$ cat src/rtl/time_pkg.sv
// time_pkg: shared FSM states, edit-field codes, BCD limits and BCD inc/dec helpers
// Helpers treat an 8-bit value as two BCD digits {tens, units}; anything
// outside 00..lim (including non-decimal digits) is clamped to 00.
package time_pkg;
    typedef enum logic [1:0] {RUN, EDIT_H, EDIT_M, EDIT_S} state_t;

    localparam logic [1:0] FLD_NONE = 2'd0;
    localparam logic [1:0] FLD_H    = 2'd1;
    localparam logic [1:0] FLD_M    = 2'd2;
    localparam logic [1:0] FLD_S    = 2'd3;

    localparam logic [7:0] HOURS_MAX  = 8'h23;
    localparam logic [7:0] MINSEC_MAX = 8'h59;

    function automatic logic bcd_ok(input logic [7:0] v, input logic [7:0] lim);
        return (v[7:4] <= 4'd9) && (v[3:0] <= 4'd9) && (v <= lim);
    endfunction

    function automatic logic [7:0] bcd_inc(input logic [7:0] v, input logic [7:0] lim);
        return (!bcd_ok(v, lim) || v == lim) ? 8'h00 :
               (v[3:0] == 4'd9) ? {v[7:4] + 4'd1, 4'd0} : v + 8'd1;
    endfunction

    function automatic logic [7:0] bcd_dec(input logic [7:0] v, input logic [7:0] lim);
        return !bcd_ok(v, lim) ? 8'h00 :
               (v == 8'h00) ? lim :
               (v[3:0] == 4'd0) ? {v[7:4] - 4'd1, 4'd9} : v - 8'd1;
    endfunction
endpackage

$ cat src/rtl/btn_debounce.sv
// btn_debounce: 2-FF synchroniser, consecutive-cycle debounce and rising-edge press pulse
// Ports: i_clk, i_reset (async, active-high), i_btn (raw button),
//        o_press (one-cycle pulse, registered, on debounced rising edge).
module btn_debounce #(
    parameter int DEBOUNCE_CYCLES = 250_000
) (
    input  logic i_clk,
    input  logic i_reset,
    input  logic i_btn,
    output logic o_press
);
    localparam int CW = (DEBOUNCE_CYCLES > 1) ? $clog2(DEBOUNCE_CYCLES) : 1;
    localparam logic [CW-1:0] CNT_MAX = CW'(DEBOUNCE_CYCLES - 1);

    logic r_s1, r_s2, r_db, r_db_q, r_press;
    logic [CW-1:0] r_cnt;

    always_ff @(posedge i_clk or posedge i_reset) begin
        if (i_reset) begin
            r_s1    <= 1'b0;
            r_s2    <= 1'b0;
            r_db    <= 1'b0;
            r_db_q  <= 1'b0;
            r_press <= 1'b0;
            r_cnt   <= '0;
        end else begin
            r_s1    <= i_btn;
            r_s2    <= r_s1;
            r_db_q  <= r_db;
            r_press <= r_db & ~r_db_q;
            // any cycle matching the accepted level restarts the count
            if (r_s2 == r_db) begin
                r_cnt <= '0;
            end else if (r_cnt == CNT_MAX) begin
                r_cnt <= '0;
                r_db  <= r_s2;
            end else begin
                r_cnt <= r_cnt + 1'b1;
            end
        end
    end

    assign o_press = r_press;
endmodule

$ cat src/rtl/time_set_ctrl.sv
// time_set_ctrl: 1 Hz tick, midnight rollover and three-button time edit for the BCD clock
// Ports: i_clk, i_reset (async, active-high); i_btn_mode/up/down raw buttons;
//        i_cur_* current BCD time; o_tick count enable; o_load strobe with o_set_* digits;
//        o_edit_field (0 run, 1 h, 2 m, 3 s); o_blink field blink phase.
module time_set_ctrl
    import time_pkg::*;
#(
    parameter int CLK_HZ          = 25_000_000,
    parameter int DEBOUNCE_CYCLES = 250_000,
    parameter int BLINK_HALF      = 12_500_000
) (
    input  logic       i_clk,
    input  logic       i_reset,
    input  logic       i_btn_mode,
    input  logic       i_btn_up,
    input  logic       i_btn_down,
    input  logic [3:0] i_cur_h_t,
    input  logic [3:0] i_cur_h_u,
    input  logic [3:0] i_cur_m_t,
    input  logic [3:0] i_cur_m_u,
    input  logic [3:0] i_cur_s_t,
    input  logic [3:0] i_cur_s_u,
    output logic       o_tick,
    output logic       o_load,
    output logic [3:0] o_set_h_t,
    output logic [3:0] o_set_h_u,
    output logic [3:0] o_set_m_t,
    output logic [3:0] o_set_m_u,
    output logic [3:0] o_set_s_t,
    output logic [3:0] o_set_s_u,
    output logic [1:0] o_edit_field,
    output logic       o_blink
);
    localparam int PW = (CLK_HZ > 1) ? $clog2(CLK_HZ) : 1;
    localparam int BW = (BLINK_HALF > 1) ? $clog2(BLINK_HALF) : 1;
    localparam logic [PW-1:0] PRE_MAX   = PW'(CLK_HZ - 1);
    localparam logic [BW-1:0] BLINK_MAX = BW'(BLINK_HALF - 1);

    state_t        r_state, w_state;
    logic [PW-1:0] r_pre, w_pre;
    logic [BW-1:0] r_bcnt, w_bcnt;
    logic          r_tick, w_tick, r_load, w_load, r_blink, w_blink;
    logic [7:0]    r_h, r_m, r_s, w_h, w_m, w_s;
    logic [7:0]    w_h_adj, w_m_adj, w_s_adj;
    logic          w_mode, w_up, w_down, w_inc, w_dec, w_edit, w_midnight;

    btn_debounce #(.DEBOUNCE_CYCLES(DEBOUNCE_CYCLES)) u_mode (
        .i_clk(i_clk), .i_reset(i_reset), .i_btn(i_btn_mode), .o_press(w_mode));
    btn_debounce #(.DEBOUNCE_CYCLES(DEBOUNCE_CYCLES)) u_up (
        .i_clk(i_clk), .i_reset(i_reset), .i_btn(i_btn_up), .o_press(w_up));
    btn_debounce #(.DEBOUNCE_CYCLES(DEBOUNCE_CYCLES)) u_down (
        .i_clk(i_clk), .i_reset(i_reset), .i_btn(i_btn_down), .o_press(w_down));

    // mode masks up/down; simultaneous up+down cancel
    assign w_inc      = w_up & ~w_down & ~w_mode;
    assign w_dec      = w_down & ~w_up & ~w_mode;
    assign w_edit     = (r_state != RUN);
    assign w_midnight = ({i_cur_h_t, i_cur_h_u, i_cur_m_t, i_cur_m_u, i_cur_s_t, i_cur_s_u} == 24'h235959);
    assign w_h_adj    = w_inc ? bcd_inc(r_h, HOURS_MAX)  : w_dec ? bcd_dec(r_h, HOURS_MAX)  : r_h;
    assign w_m_adj    = w_inc ? bcd_inc(r_m, MINSEC_MAX) : w_dec ? bcd_dec(r_m, MINSEC_MAX) : r_m;
    assign w_s_adj    = w_inc ? bcd_inc(r_s, MINSEC_MAX) : w_dec ? bcd_dec(r_s, MINSEC_MAX) : r_s;

    always_comb begin
        w_state = r_state;
        w_h     = r_h;
        w_m     = r_m;
        w_s     = r_s;
        w_load  = 1'b0;
        w_tick  = !w_edit && (r_pre == PRE_MAX);
        w_pre   = (!w_edit && r_pre != PRE_MAX) ? r_pre + 1'b1 : '0;
        w_bcnt  = (w_edit && r_bcnt != BLINK_MAX) ? r_bcnt + 1'b1 : '0;
        w_blink = w_edit & (r_blink ^ (r_bcnt == BLINK_MAX));
        case (r_state)
            RUN: begin
                if (w_mode) begin
                    w_state       = EDIT_H;
                    {w_h, w_m, w_s} = {i_cur_h_t, i_cur_h_u, i_cur_m_t, i_cur_m_u, i_cur_s_t, i_cur_s_u};
                    w_blink       = 1'b1;
                end else if (w_tick && w_midnight) begin
                    w_load = 1'b1;
                    w_h    = '0;
                    w_m    = '0;
                    w_s    = '0;
                end
            end
            // a field change restarts the blink period without flipping the phase
            EDIT_H: begin
                w_h = w_h_adj;
                if (w_mode) begin
                    w_state = EDIT_M;
                    w_bcnt  = '0;
                    w_blink = r_blink;
                end
            end
            EDIT_M: begin
                w_m = w_m_adj;
                if (w_mode) begin
                    w_state = EDIT_S;
                    w_bcnt  = '0;
                    w_blink = r_blink;
                end
            end
            default: begin
                w_s = w_s_adj;
                if (w_mode) begin
                    w_state = RUN;
                    w_load  = 1'b1;
                    w_bcnt  = '0;
                    w_blink = 1'b0;
                end
            end
        endcase
    end

    always_ff @(posedge i_clk or posedge i_reset) begin
        if (i_reset) begin
            r_state <= RUN;
            r_pre   <= '0;
            r_bcnt  <= '0;
            r_tick  <= 1'b0;
            r_load  <= 1'b0;
            r_blink <= 1'b0;
            r_h     <= '0;
            r_m     <= '0;
            r_s     <= '0;
        end else begin
            r_state <= w_state;
            r_pre   <= w_pre;
            r_bcnt  <= w_bcnt;
            r_tick  <= w_tick;
            r_load  <= w_load;
            r_blink <= w_blink;
            r_h     <= w_h;
            r_m     <= w_m;
            r_s     <= w_s;
        end
    end

    assign o_tick       = r_tick;
    assign o_load       = r_load;
    assign o_blink      = r_blink;
    assign o_set_h_t    = r_h[7:4];
    assign o_set_h_u    = r_h[3:0];
    assign o_set_m_t    = r_m[7:4];
    assign o_set_m_u    = r_m[3:0];
    assign o_set_s_t    = r_s[7:4];
    assign o_set_s_u    = r_s[3:0];
    assign o_edit_field = (r_state == EDIT_H) ? FLD_H :
                          (r_state == EDIT_M) ? FLD_M :
                          (r_state == EDIT_S) ? FLD_S : FLD_NONE;
endmodule

$ cat config.mk
export PLATFORM = sky130hd
export DESIGN_NAME = time_set_ctrl
export DESIGN_NICKNAME = d
export VERILOG_FILES = /design/src/rtl/time_pkg.sv /design/src/rtl/btn_debounce.sv /design/src/rtl/time_set_ctrl.sv
export SDC_FILE = /design/constraint.sdc
export NUM_CORES = 1
export LEC_CHECK = 0
export CORE_MARGIN = 10
export CORE_UTILIZATION = 50
export CTS_BUF_LIST = sky130_fd_sc_hd__clkbuf_2 sky130_fd_sc_hd__clkbuf_4 sky130_fd_sc_hd__clkbuf_8
export CTS_CLUSTER_DIAMETER = 80
export DETAILED_ROUTE_END_ITERATION = 8
export PLACE_DENSITY = 0.78
export SYNTH_ARGS = -nofsm -noshare
export SYNTH_HDL_FRONTEND = slang
export SYNTH_SLANG_ARGS = --single-unit
$ cat constraint.sdc
create_clock -name i_clk -period 6.1 [get_ports i_clk]
set_input_delay 1.22 -clock i_clk [delete_from_list [all_inputs] [get_ports i_clk]]
set_output_delay 1.22 -clock i_clk [all_outputs]
set_load 0.02 [all_outputs]
==> results.toml, run 1 <==
[run_status]
outcome = "finished, final reports clean"

[critical_path]
cp-end-kind = "register"
critPathMaxFanout = 11
crit_path_start_kind = "input pin"
path_delay_family = "simple AND/OR/NAND/NOR gates"
path_buf_inv = 1
cp.arrival_ns = 4.09
crit_required_ns = 6.43
crit_path_max_incr_delay_ns = 0.79
critPathSlowestCell = "nor4bb_1"
path_cells = "clkdlybuf4s50_1 > nor4bb_1 > nand4_1 > or4_1 > a21o_1 > a32oi_1 > o211ai_1"
critical_path_class = "input pin to register"

[place]
dp_hpwl_um = 13600
gp_congestion = 0.913
placed_area_um2 = 9350
io_buffers = 57

[layout]
drive_gt1_share_pct = 5.74
fillers = 1457
design_area_um2 = 9780
diodes = 0
multiInputGateArea_um2 = 4690
seqCellArea_um2 = 3680
area_growth_pct = 13.4
final_nets = 1059

[cts]
ctsResizeCount = 0
cts_root_buf = "clkbuf_8"
cts_made_buffers = 17
clock_latency_ns = 0.46
clock-sinks = 147
clk_pin_slew_ns = 0.08
cts_setup_buffers = 0
h-tree-depth = 4
cts.path.max_buffers = 2
cts_tree = "built"
hold_buffers = 0

[grt]
grt_start_max_net_pins = 101
grt_antenna_before_repair = 0
grt_overflow = 0
grt_pass1_wl_um = 32800
grt_usage_pct = 17.4
grt_pass1_vias = 6878

[timing]
slew_violations = 0
hold_violations = 0
tightest_slew_ns = 0.911
tns_ns = 0
skew_ns = 0.0150
layout_min_cycle_time_ns = 3.76
relSlewSlack_pct = 38.5
setup_violations = 0
fmax_mhz = 266
period_share_pct = 61.7
grt_setup_unrepaired = "false"

[die]
fp.dieH_um = 151
rows = 47
dieArea_um2 = 22900
fp.coreArea_um2 = 16800
floorplan.initialDensity_pct = 51.5
top_level_ports = 58
die_w_um = 151

[yosys]
syn-mean-instance-area_um2 = 9.04
postSynth.asyncResetShare_pct = 100
ys.flop_type = "dfrtp_1"
ys_top_cells_by_count = "nor2_1, dfrtp_1, nand3_1, nand2_1, xor2_1"
synth_area_um2 = 8620
synth_top_cell_by_area = "dfrtp_1"
syn-num-nets = 1016
synth.area.top_cells = "dfrtp_1, xor2_1, nor2_1, ha_1, nand3_1"
yosysWarnings = 0
ys_seq_elements = 147
synth_most_common_cell = "nor2_1"
synth_edf_count = 0
ys_seq_area_share_pct = 42.7
synth_cell_types = 73
synth_top_area_share_pct = 42.7
syn_inst = 954

[drt]
antenna_left = 0
dr.pass1.iters = 5
detail_route.wl_per_cell_um = 15.8
via_count = 7115
routed_wl_um = 19400
drt-vias-per-instance = 5.78
drc = 0
drt_iter0_markers = 600

[job]
cap_violations = 0

[power_and_ir_drop]
cellPowerDensity_nw_per_um2 = 190
p_leak_nw = 4.07
irDropWorstVdd_uv = 154

[min_path]
hp-class = "register to register"
through the flow:
step	utilization [%]	std cells	hold WS (ns)	power, mW	setup slack [ns]
floorplan	-	954	0.331	1.03	0.929
global placement	55.8	1198	0.332	1.06	2.12
detailed placement	55.8	1198	0.337	1.06	1.97
CTS	58.3	1230	0.356	1.88	2.46
global route	58.3	1230	0.359	1.93	2.28
finish	58.3	1230	0.353	1.86	2.34
worst reg2reg max path, delay by kind of cell (launching register included):
kind                   cells  cell delay, ns
buffers and inverters      1            0.25
DFF                        1            0.94
and+or+nand+nor            1            0.25
AOI/OAI and AO/OA          5            1.45
registers in the layout (all words and copies together), names as in the netlist, 2 cells and up:
name	flops
r_pre	25
r_bcnt	24
u_down.r_cnt	18
u_mode.r_cnt	18
u_up.r_cnt	18
r_h	8
r_m	8
r_s	8
r_state	2
path summary, 6_finish.rpt:
path / slack (ns) / cells after the start / endpoint / startpoint
worst min-delay path: 0.35 / 0 / u_down.r_s2 / u_down.r_s1
worst max-delay path: 2.34 / 7 / r_s[6] / i_cur_s_u[3]
worst max register to register: 3.14 / 7 / r_m[1] / u_mode.o_press
worst min register to register: 0.35 / 0 / u_down.r_s2 / u_down.r_s1
max in group asynchronous: 3.70 / 3 / r_pre[21] / i_reset
min in group asynchronous: 1.30 / 2 / r_s[3] / i_reset
cells in the final DEF, fill, tap and decap left out, types with 10 or more instances in the layout:
cell type,count
a21oi_1,27
a31oi_1,10
and3_1,19
clkbuf_8,18
clkdlybuf4s50_1,57
dfrtp_1,147
ha_1,33
inv_1,26
nand2_1,71
nand2b_1,11
nand3_1,72
nand4_1,24
nor2_1,152
nor2b_1,11
nor3_1,16
nor4_1,10
o211ai_1,11
o21ai_0,32
xnor2_1,34
xor2_1,69
power by group:
group / internal, mW / switching [mW]
registers: 0.980 / 0.00514
logic: 0.0226 / 0.0340
clock network: 0.426 / 0.387
final cells by class:
class / instances / area share, %
Clock buffer: 19 / 2.61
Clock inverter: 13 / 1.78
Inverter: 28 / 1.13
Multi-Input combinational cell: 743 / 48.0
Sequential cell: 147 / 37.6
Tap cell: 220 / 2.82
Timing Repair Buffer: 60 / 6.07
layer usage:
layer	GRT usage [%]	vias to the layer above	wire, um
li1	-	3437	-
met1	23.9	3410	9140
met2	25.7	240	8430
met3	4.95	28	1560
met4	5.97	0	320
met5	0	-	0
logic make-up after synthesis:
| kind of cell | count (synthesis) | synth area share [%] |
|---|---|---|
| buffers and inverters | 64 | 2.95 |
| XOR/XNOR | 103 | 10.5 |
| flip-flops | 147 | 42.7 |
| adder cells (fa/ha/maj) | 33 | 4.79 |
| AO/OA/AOI/OAI | 140 | 11.0 |
| AND/OR/NAND/NOR | 454 | 26.5 |
| multiplexers | 13 | 1.64 |
Power figures use the tool's default switching activity.
==> run 2: changes to the inputs <==
Clock period 6.1 ns to 3.89 ns, I/O delays scaled along.
==> results.toml, run 2 (same netlist as run 1, synthesis figures left out) <==
[critical_path]
crit_required_ns = 3.11
critical_path_class = "register to output port"
crit_path_start_kind = "register"
critPathCapture = "o_edit_field[0]"
cp.arrival_ns = 2.21
reg2reg_from = "r_h[0]"
cp-end-kind = "output port"
r2r_end = "r_h[7]"
critPathMaxFanout = 14
crit_start = "r_state[1]"
r2r_slack_ns = 1.07
r2r_cells = 8

[cts]
hold_buffers = 0
ctsResizeCount = 0
cts_made_buffers = 17
clock_latency_ns = 0.45
cts_setup_buffers = 0
cts_root_buf = "clkbuf_8"
cts_tree = "built"
clock-sinks = 147
clk_pin_slew_ns = 0.09
cts.path.max_buffers = 2
h-tree-depth = 4

[drt]
detail_route.wl_per_cell_um = 15.9
drt_iter0_markers = 480
antenna_left = 0
dr.pass1.iters = 5
drt-vias-per-instance = 5.77
routed_wl_um = 19600
drc = 0
via_count = 7115

[layout]
drive_gt1_share_pct = 6.02
layout_common_cells = "nor2_1, dfrtp_1, nand3_1, nand2_1, xor2_1"
diodes = 0
top_regs = "r_pre: 25 flops, r_bcnt: 24 flops"
area_growth_pct = 14.2
largest_reg_flops = 25
mostFrequentLayoutCell = "nor2_1"
design_area_um2 = 9850
largest_register = "r_pre"
final_nets = 1062

[power_and_ir_drop]
p_total_mw = 3.04
cellPowerDensity_nw_per_um2 = 308
irDropWorstVdd_uv = 349
p_leak_nw = 4.12

[timing]
timing.final.ws_setup_ns = 0.898
relSlewSlack_pct = 42.1
fmax_mhz = 334
slew_violations = 0
setup_violations = 0
layout_min_cycle_time_ns = 2.99
period_share_pct = 76.9
tightest_slew_ns = 0.868
skew_ns = 0.0154
timing.hold.ws_ns = 0.358
hold_violations = 0
tns_ns = 0
grt_setup_unrepaired = "false"

[grt]
grt_pass1_wl_um = 32200
grt_antenna_before_repair = 0
grt_pass1_vias = 6667
grt_start_max_net_pins = 148
grt_overflow = 0
grt_usage_pct = 17.1

[place]
io_buffers = 57
gp_congestion = 0.912
dp_hpwl_um = 13500
pre_cts_ws_ns = 0.526
placed_area_um2 = 9380

[die]
fp.dieH_um = 151
fp.coreArea_um2 = 16800
top_level_ports = 58
rows = 47
dieArea_um2 = 22900
die_w_um = 151
floorplan.initialDensity_pct = 51.5

[run_status]
outcome = "finished, final reports clean"

[job]
cap_violations = 0

[min_path]
hp-class = "register to register"
## run 2: cell types whose count changed in the layout (fill, tap and decap cells not counted), sizes merged
| cell | previous run | this run |
|---|---|---|
| clkinv | 4 | 3 |
| buf | 3 | 6 |
| bufinv | 3 | 4 |
| clkbuf | 19 | 17 |
| clkinvlp | 3 | 2 |
| inv | 31 | 34 |
## run 2: power by group
part	internal, mW	switching, mW	total [mW]
Combinational	0.0374	0.0548	0.0923
Sequential	1.54	0.00779	1.55
Clock	0.733	0.667	1.40
Total	2.31	0.729	3.04
## run 2: per-stage QoR
stage          util, %  cells
6_report          58.8   1233
5_1_grt           58.8   1233
4_1_cts           58.8   1233
3_5_place_dp      56.0   1201
3_3_place_gp      56.0   1201
2_1_floorplan        -    954
## run 2: worst max-delay path: stages (launching register included)
cell,delay [ns]
dfrtp_1,0.41
inv_1,0.11
ha_1,0.46
or2_2,0.19
clkdlybuf4s50_1,0.60
## run 2: worst min-delay path by stage
stage,endpoint,cells after the start,slack [ns],start
finish,u_down.r_s2,0,0.36,u_down.r_s1
global route,u_up.r_s2,0,0.37,u_up.r_s1
CTS,u_mode.r_s2,0,0.37,u_mode.r_s1
detailed placement,u_down.r_s2,0,0.33,u_down.r_s1
global placement,u_up.r_s2,0,0.33,u_up.r_s1
floorplan,u_down.r_s2,0,0.33,u_down.r_s1
## run 2: layer usage
layer | vias up | global-route usage (%) | part of all wire, %
met5 | - | 0 | 0
met1 | 3428 | 24.0 | 48
met2 | 225 | 25.6 | 44
li1 | 3446 | - | -
met3 | 16 | 4.77 | 7.5
met4 | 0 | 4.19 | 0.88
## run 2: final cells by class
type	count	area (um2)
clock buffer	17	234
clock inverter	15	235
fill	1470	6910
inverter	28	109
multi-input combinational	743	4690
sequential	147	3680
tap	220	275
timing repair buffer	63	628
==> run 3: changes to the inputs <==
Clock period 3.89 ns to 3.1 ns, I/O delays scaled along.
==> results.toml, run 3 (same netlist as run 1, synthesis figures left out) <==
[layout]
largest_register = "r_pre"
mostFrequentLayoutCell = "nor2_1"
final_util_pct = 59.3
area_growth_pct = 15.3
design_area_um2 = 9940
top_regs = "r_pre: 25 flops, r_bcnt: 24 flops"
layout_common_cells = "nor2_1, dfrtp_1, nand3_1, nand2_1, xor2_1"
final_nets = 1082
largest_reg_flops = 25
diodes = 0
drive_gt1_share_pct = 7.84
fillers = 1502

[die]
fp.dieH_um = 151
fp.coreArea_um2 = 16800
dieArea_um2 = 22900
rows = 47
floorplan.initialDensity_pct = 51.5
top_level_ports = 58
die_w_um = 151

[place]
dp_hpwl_um = 14200
gp_congestion = 0.932
placed_area_um2 = 9530
pre_cts_ws_ns = 0.0753
io_buffers = 57

[critical_path]
critPathSlowestCell = "clkdlybuf4s50_1"
cp-end-kind = "output port"
critPathMostFrequentCell = "nor2_1"
crit_required_ns = 2.48
crit_path_max_incr_delay_ns = 0.62
cp.arrival_ns = 2.13
path_buf_inv = 3
crit_path_start_kind = "register"
critical_path_class = "register to output port"
path_delay_family = "buffers and inverters"
path_cells = "inv_1 > ha_1 > buf_4 > nor2_1 > nor2_1 > clkdlybuf4s50_1"
critPathMaxFanout = 16

[drt]
via_count = 7196
routed_wl_um = 19800
drc = 0
drt-vias-per-instance = 5.74
detail_route.wl_per_cell_um = 15.8
drt_iter0_markers = 409
dr.pass1.iters = 5
antenna_left = 0

[cts]
ctsResizeCount = 0
clock_latency_ns = 0.47
clock-sinks = 147
cts_made_buffers = 17
h-tree-depth = 4
hold_buffers = 0
clk_pin_slew_ns = 0.09
cts.path.max_buffers = 2
cts_tree = "built"
cts_setup_buffers = 0
cts_root_buf = "clkbuf_8"

[timing]
relSlewSlack_pct = 52.4
tightest_slew_ns = 0.708
fmax_mhz = 363
hold_violations = 0
layout_min_cycle_time_ns = 2.75
grt_setup_unrepaired = "false"
period_share_pct = 88.8
timing.final.ws_setup_ns = 0.347
tns_ns = 0
skew_ns = 0.0126
slew_violations = 0
setup_violations = 0

[power_and_ir_drop]
irDropWorstVdd_uv = 494
cellPowerDensity_nw_per_um2 = 363
p_leak_nw = 4.19

[grt]
grt_pass1_vias = 6769
grt_pass1_wl_um = 33000
grt_start_max_net_pins = 67
grt_usage_pct = 17.6
grt_antenna_before_repair = 0
grt_overflow = 0

[job]
cap_violations = 0

[min_path]
hp-class = "register to register"

[run_status]
outcome = "finished, final reports clean"
## run 3: power by group
part,internal (mW),leakage [nW],switching (mW)
sequential,1.93,1.96,0.0101
combinational,0.0505,2.02,0.0688
clock,0.700,0.212,0.854
## run 3: metal layers
layer	GRT usage (%)	wire length, um	share of wire (%)	vias to the layer above
met5	0	0	0	-
met4	5.00	289	1.5	0
met3	5.55	1650	8.3	24
met2	26.2	8910	45	229
met1	24.1	8990	45	3456
li1	-	-	-	3487
## run 3: cell type report
| type | instances | area, um2 | share of cell area [%] |
|---|---|---|---|
| clock buffers | 18 | 248 | 2.49 |
| clock inverters | 14 | 165 | 1.66 |
| inverters | 28 | 109 | 1.09 |
| multi-input cells | 743 | 4690 | 47.2 |
| flip-flops and latches | 147 | 3680 | 37.0 |
| well taps | 220 | 275 | 2.77 |
| repair buffers | 83 | 778 | 7.83 |
## run 3: final timing paths
kind	cells after the start	slack (ns)	endpoint	startpoint
setup / recovery	6	0.35	o_edit_field[1]	r_state[0]
setup reg to reg	9	0.47	r_h[4]	r_pre[0]
hold / removal	0	0.35	u_mode.r_s2	u_mode.r_s1
max in group asynchronous	3	1.79	u_up.r_cnt[8]	i_reset
hold reg to reg	0	0.35	u_mode.r_s2	u_mode.r_s1
min in group asynchronous	2	0.55	u_down.r_s1	i_reset
## run 3: metrics by stage
stage,hold slack (ns),total power [mW],cells
2_1_floorplan,0.331,2.03,954
3_3_place_gp,0.332,2.10,1221
3_5_place_dp,0.335,2.10,1221
5_1_grt,0.363,3.75,1253
6_report,0.355,3.61,1253
4_1_cts,0.357,3.65,1253
## run 3: worst register-to-register path, stage by stage, from the launching register on
cell and delay, ns:
dfrtp_1 0.42, ha_1 0.23, and2_1 0.23, nand4_1 0.25, or4_1 0.65, buf_4 0.18
a21oi_4 0.21, buf_4 0.18, nor2_1 0.04, a31oi_1 0.15
